--- src/rtl/packet_pkg.sv ---
// Shared packet layout and port FSM encoding for the switch port.
// Packets are packed {data, target, source}.
package packet_pkg;

    localparam int ADDR_WIDTH   = 4;
    localparam int DATA_WIDTH   = 8;
    localparam int PACKET_WIDTH = DATA_WIDTH + 2 * ADDR_WIDTH;

    typedef logic [1:0] state_t;

    localparam state_t IDLE     = 2'd0;
    localparam state_t ROUTE    = 2'd1;
    localparam state_t ARB_WAIT = 2'd2;
    localparam state_t TRANSMIT = 2'd3;

    typedef struct packed {
        logic [DATA_WIDTH-1:0] data;
        logic [ADDR_WIDTH-1:0] target;
        logic [ADDR_WIDTH-1:0] source;
    } packet_t;

endpackage

--- src/rtl/sync_fifo.sv ---
// Single-clock FIFO with occupancy count and show-ahead head word.
// Push is refused when full even if a pop happens in the same cycle.
module sync_fifo #(
    parameter int WIDTH = 16,
    parameter int DEPTH = 8
) (
    input  logic                     clk,
    input  logic                     rst,
    input  logic                     push,
    input  logic                     pop,
    input  logic [WIDTH-1:0]         din,
    output logic                     full,
    output logic                     empty,
    output logic [$clog2(DEPTH):0]   level,
    output logic [WIDTH-1:0]         head
);

    localparam int AW = $clog2(DEPTH);

    logic [WIDTH-1:0] mem [DEPTH];
    logic [AW-1:0]    wr_ptr;
    logic [AW-1:0]    rd_ptr;
    logic             do_push;
    logic             do_pop;

    assign full    = (level == (AW + 1)'(DEPTH));
    assign empty   = (level == '0);
    assign do_push = push && !full;
    assign do_pop  = pop && !empty;
    assign head    = mem[rd_ptr];

    // Pointers wrap naturally because DEPTH is a power of two.
    always_ff @(posedge clk or posedge rst) begin
        if (rst) begin
            wr_ptr <= '0;
            rd_ptr <= '0;
            level  <= '0;
        end else begin
            if (do_push) wr_ptr <= wr_ptr + AW'(1);
            if (do_pop)  rd_ptr <= rd_ptr + AW'(1);
            case ({do_push, do_pop})
                2'b10:   level <= level + (AW + 1)'(1);
                2'b01:   level <= level - (AW + 1)'(1);
                default: level <= level;
            endcase
        end
    end

    always_ff @(posedge clk) begin
        if (do_push) mem[wr_ptr] <= din;
    end

endmodule

--- src/rtl/switch_port_vc.sv ---
// Switch input port: FIFO, route check, arbitration handshake, transmit.
// Define SWITCH_PORT_TIMEOUT_EN to drop heads that wait too long for grant.
module switch_port_vc
    import packet_pkg::*;
#(
    parameter int N_PORTS     = 4,
    parameter int FIFO_DEPTH  = 8,
    parameter int PORT_ID     = 0,
    parameter int TIMEOUT_CYC = 16
) (
    input  logic                          clk,
    input  logic                          rst,
    input  logic                          valid_in,
    output logic                          ready_in,
    input  logic [ADDR_WIDTH-1:0]         source_in,
    input  logic [ADDR_WIDTH-1:0]         target_in,
    input  logic [DATA_WIDTH-1:0]         data_in,
    input  logic                          grant,
    output logic                          port_req,
    output logic [N_PORTS-1:0]            req_onehot,
    output logic [PACKET_WIDTH-1:0]       pkt_out,
    output logic                          pkt_valid_out,
    output logic [$clog2(FIFO_DEPTH):0]   fifo_level,
    output logic [15:0]                   drop_cnt
);

    if (FIFO_DEPTH < 2 || (FIFO_DEPTH & (FIFO_DEPTH - 1)) != 0) begin : g_bad_depth
        $error("FIFO_DEPTH must be a power of two >= 2");
    end
    if (PORT_ID < 0 || PORT_ID >= N_PORTS) begin : g_bad_port_id
        $error("PORT_ID must address one of the N_PORTS ports");
    end
    if (TIMEOUT_CYC < 2) begin : g_bad_timeout
        $error("TIMEOUT_CYC must be at least 2");
    end

    logic [PACKET_WIDTH-1:0] head_word;
    packet_t                 head;
    logic                    full;
    logic                    empty;
    logic                    pop;
    logic                    drop;
    logic                    head_ok;
    logic                    timeout_hit;
    state_t                  state;
    state_t                  state_nx;

    sync_fifo #(
        .WIDTH (PACKET_WIDTH),
        .DEPTH (FIFO_DEPTH)
    ) u_fifo (
        .clk   (clk),
        .rst   (rst),
        .push  (valid_in),
        .pop   (pop),
        .din   ({data_in, target_in, source_in}),
        .full  (full),
        .empty (empty),
        .level (fifo_level),
        .head  (head_word)
    );

    assign head       = head_word;
    assign ready_in   = !full;
    assign head_ok    = (int'(head.target) < N_PORTS) &&
                        (head.target != head.source);
    assign port_req   = (state == ARB_WAIT);
    assign req_onehot = port_req ? (N_PORTS'(1) << head.target) : '0;

    always_comb begin
        state_nx = state;
        pop      = 1'b0;
        drop     = 1'b0;
        unique case (state)
            IDLE: begin
                if (!empty) state_nx = ROUTE;
            end
            ROUTE: begin
                if (head_ok) begin
                    state_nx = ARB_WAIT;
                end else begin
                    pop      = 1'b1;
                    drop     = 1'b1;
                    state_nx = IDLE;
                end
            end
            ARB_WAIT: begin
                // Grant beats a timeout landing in the same cycle.
                if (grant) begin
                    pop      = 1'b1;
                    state_nx = TRANSMIT;
                end else if (timeout_hit) begin
                    pop      = 1'b1;
                    drop     = 1'b1;
                    state_nx = IDLE;
                end
            end
            TRANSMIT: begin
                state_nx = empty ? IDLE : ROUTE;
            end
            default: state_nx = IDLE;
        endcase
    end

`ifdef SWITCH_PORT_TIMEOUT_EN
    localparam int TW = $clog2(TIMEOUT_CYC);

    logic [TW-1:0] tmo_cnt;

    assign timeout_hit = (state == ARB_WAIT) &&
                         (tmo_cnt == TW'(TIMEOUT_CYC - 1));

    always_ff @(posedge clk or posedge rst) begin
        if (rst) begin
            tmo_cnt <= '0;
        end else if (state_nx == ARB_WAIT && state != ARB_WAIT) begin
            tmo_cnt <= '0;
        end else if (state == ARB_WAIT && !grant) begin
            tmo_cnt <= tmo_cnt + TW'(1);
        end
    end
`else
    assign timeout_hit = 1'b0;
`endif

    always_ff @(posedge clk or posedge rst) begin
        if (rst) begin
            state         <= IDLE;
            pkt_out       <= '0;
            pkt_valid_out <= 1'b0;
            drop_cnt      <= '0;
        end else begin
            state         <= state_nx;
            pkt_valid_out <= (state == ARB_WAIT) && grant;
            if (state == ARB_WAIT && grant) pkt_out <= head;
            if (drop && drop_cnt != 16'hFFFF) drop_cnt <= drop_cnt + 16'd1;
        end
    end

endmodule

--- config.mk ---
export PLATFORM = sky130hd
export DESIGN_NAME = switch_port_vc
export DESIGN_NICKNAME = d
export VERILOG_FILES = /design/src/rtl/packet_pkg.sv /design/src/rtl/sync_fifo.sv /design/src/rtl/switch_port_vc.sv
export SDC_FILE = /design/constraint.sdc
export NUM_CORES = 1
export LEC_CHECK = 0
export CAP_MARGIN = 40
export CORE_MARGIN = 10
export CORE_UTILIZATION = 60
export CTS_BUF_LIST = sky130_fd_sc_hd__clkbuf_4
export DETAILED_ROUTE_END_ITERATION = 16
export PLACE_DENSITY = 0.86
export SKIP_CTS_REPAIR_TIMING = 1
export SLEW_MARGIN = 10
export SYNTH_ARGS = -nofsm -noshare
export SYNTH_HDL_FRONTEND = slang
export SYNTH_HIERARCHICAL = 1
export SYNTH_SLANG_ARGS = --single-unit
--- constraint.sdc ---
create_clock -name clk -period 4.45 [get_ports clk]
set_input_delay 0.445 -clock clk [delete_from_list [all_inputs] [get_ports clk]]
set_output_delay 0.445 -clock clk [all_outputs]
set_load 0.01 [all_outputs]
==> metrics <==
status=complete, no violations; Final Skew=12.02 ps; asr flop ratio synth=0.2601; layout net count=510; post-synth top area share=0.5263; relative slew slack=0.5322; fin worst setup slack=276.0 ps; max frequency=239.6 MHz; final setup TNS=0 ps; Yosys reg bits=173; Avg Synthesized Cell Area=18.44 µm²; Inst Count DP=606; row cnt=40; initial antenna violation count=1; DIE HEIGHT=130.3 µm; dominant cells by area after synthesis=edfxtp_1, dfrtp_1, mux4_1; vias in the first global route=3972; sequential cell area fraction in the yosys report=0.6805; sw frac=0.3302; total CTS buffers=17; Slew Viols, Final=0; clk sinks=173; Pint=3.420 mW; RSZ-0062 raised after global routing=false; Tightest Hold Check Type=input pin to async pin; synthesis-to-finish area growth=16.05%; routed vias=3916; leading area contributor after synthesis=edfxtp_1; ys flop type=edfxtp_1; Final Power=5.106 mW; die area=16980 µm²; 1st-iter DRT viols=314; worst skew pair latency=540 ps; Clock transition at path regs=120 ps; Core ar.=11960 µm²; GRT Total Usage=0.1698; power density over the cells=602.5 nW/µm²; Reg power frac=0.452; Clock Power Share=0.150; most common cell after layout, fill and taps aside=edfxtp_1; first-pass GRT wire length=21450 µm; peak supply drop=291.0 µV; post-DP HPWL=9574 µm; initial cell density of the core=0.6106; global route overflow=0; Mapped Nets=428; die width=130.3 µm; Critical Path AT=4590 ps; Ports=63; Period minus WS final=4174 ps; synthesized area=7303 µm²; Ys Warns=6; Max-cap violations=0; leak pwr=3.087 nW; Psw=1.686 mW; setup violators final=0; Place WS=369.0 ps; CP cell instances=buf_12 > mux4_1 > mux2_2 > xnor2_2 > a41oi_4 > a21boi_1 > o41ai_1 > inv_1 > ha_1 > ha_1 > or4b_2 > o311ai_0 > o211ai_1; DRC violations left=0; Combinational Power Share=0.398; Post-synth EDFFs=128; Unique masters post-synth=48; max incr delay on CP=610 ps; final design utilization=0.7086; measured slew at the worst slew-check pin=701.7 ps; routed wire length=14070 µm; critical path's slowest cell=or4b_2; H-tree levels=4; crit start category=register; Detailed Routing Iterations Pass 1=4; Crit Path Category=register to register; CTS root buffer=clkbuf_4; cell mode on critical path=ha_1; fin crit share=0.9380; DR WL/cell=22.05 µm; CTS tree=yes; largest net degree at the start of global routing=36; final hold violations=0; Final ANT Viol Nets=0; fin cells=638; Port Buffers=62; Critical Path Sink Type=register; gate count of the mapped netlist=396; Worst Path Required=4860 ps; CTS max path bufs=2; Final Wtd Congestion=0.8288; critical path peak fanout=34; Vias/cell=6.138; share of cells above drive strength 1=0.2102; most frequent cells in the layout=edfxtp_1, clkdlybuf4s50_1, dfrtp_1, mux2_2, mux4_1
[sequential cells by signal, indices dropped and copies added (netlist names), named ones only]
name           flops
state              1
pkt_out           16
u_fifo/rd_ptr      3
drop_cnt          16
u_fifo/level       4
u_fifo/wr_ptr      3
pkt_valid_out      1
u_fifo/mem       128
[worst paths after layout]
check                                  from               to  slack [ps]  cells after the start
setup / recovery           u_fifo/rd_ptr[0]  u_fifo/level[3]         280                     13
hold reg to reg                  pkt_out[8]       pkt_out[8]         510                      1
max in group asynchronous               rst       pkt_out[9]        3760                      3
hold / removal                          rst  u_fifo/level[0]         210                      2
min in group clk                 pkt_out[8]       pkt_out[8]         510                      1
setup reg to reg           u_fifo/rd_ptr[0]  u_fifo/level[3]         280                     13
[cells in the mapped netlist (all sizes together) (2+ instances only)]
library cell	count
a21oi	2
and3	4
buf	10
clkbuf	4
dfrtp	45
edfxtp	128
ha	11
inv	14
mux2	39
mux4	32
nand2	18
nand2b	3
nand3	9
nand4	4
nor2	12
nor3	6
nor3b	5
nor4	7
nor4b	3
o21a	2
or4b	2
xnor2	8
xor2	12
[stage by stage]
stage	instance area [µm²]	hold slack, ps
after CTS	8473	167.2
after global placement	8114	489.8
after floorplan	7303	285.2
after global routing	8476	202.7
final	8476	209.5
after detailed placement	8234	491.5
[power by group through the flow]
stage / clock, mW / sequential [mW] / combinational [mW]
6_report: 0.766 / 2.31 / 2.03
5_1_grt: 0.850 / 2.35 / 2.18
4_1_cts: 0.792 / 2.31 / 2.05
3_5_place_dp: 0 / 2.35 / 2.03
3_3_place_gp: 0 / 2.33 / 1.90
2_1_floorplan: 0 / 2.31 / 1.36
[logic make-up (layout without fill, tap and decap cells)]
family,after synthesis,after routing,synth area share
flops,173,173,0.6805
simple gates,77,77,0.06133
mux,72,72,0.1730
buf+inv,28,122,0.02039
xor+xnor,20,20,0.02604
compound gates,14,14,0.01713
fa+ha+maj,12,12,0.02159
other cells,0,1,0
[metal layers]
metal	part of all wire	GRT usage	vias up
li1	-	-	1749
met1	0.41	0.2062	2033
met2	0.50	0.2824	116
met3	0.074	0.05112	18
met4	0.015	0.06151	0
met5	0	0	-
[worst max-delay path: cells and delay by family (launching register included)]
family / cells / cell delay [ps]
DFF: 1 / 410
buffers and inverters: 2 / 370
and+or+nand+nor: 1 / 610
AOI/OAI and AO/OA: 5 / 800
muxes: 2 / 950
adders and majority gates: 2 / 660
xor gates and xnor gates: 1 / 230
[layout make-up]
class	instances	area [µm²]
diodes	1	2.502
clock buffers	22	165.2
clock inverters	9	73.82
fillers	763	3486
inverters	14	52.55
multi-input cells	195	2222
flip-flops and latches	173	4970
well taps	147	183.9
repair buffers	77	805.8
(Power assumes the default switching activity.)
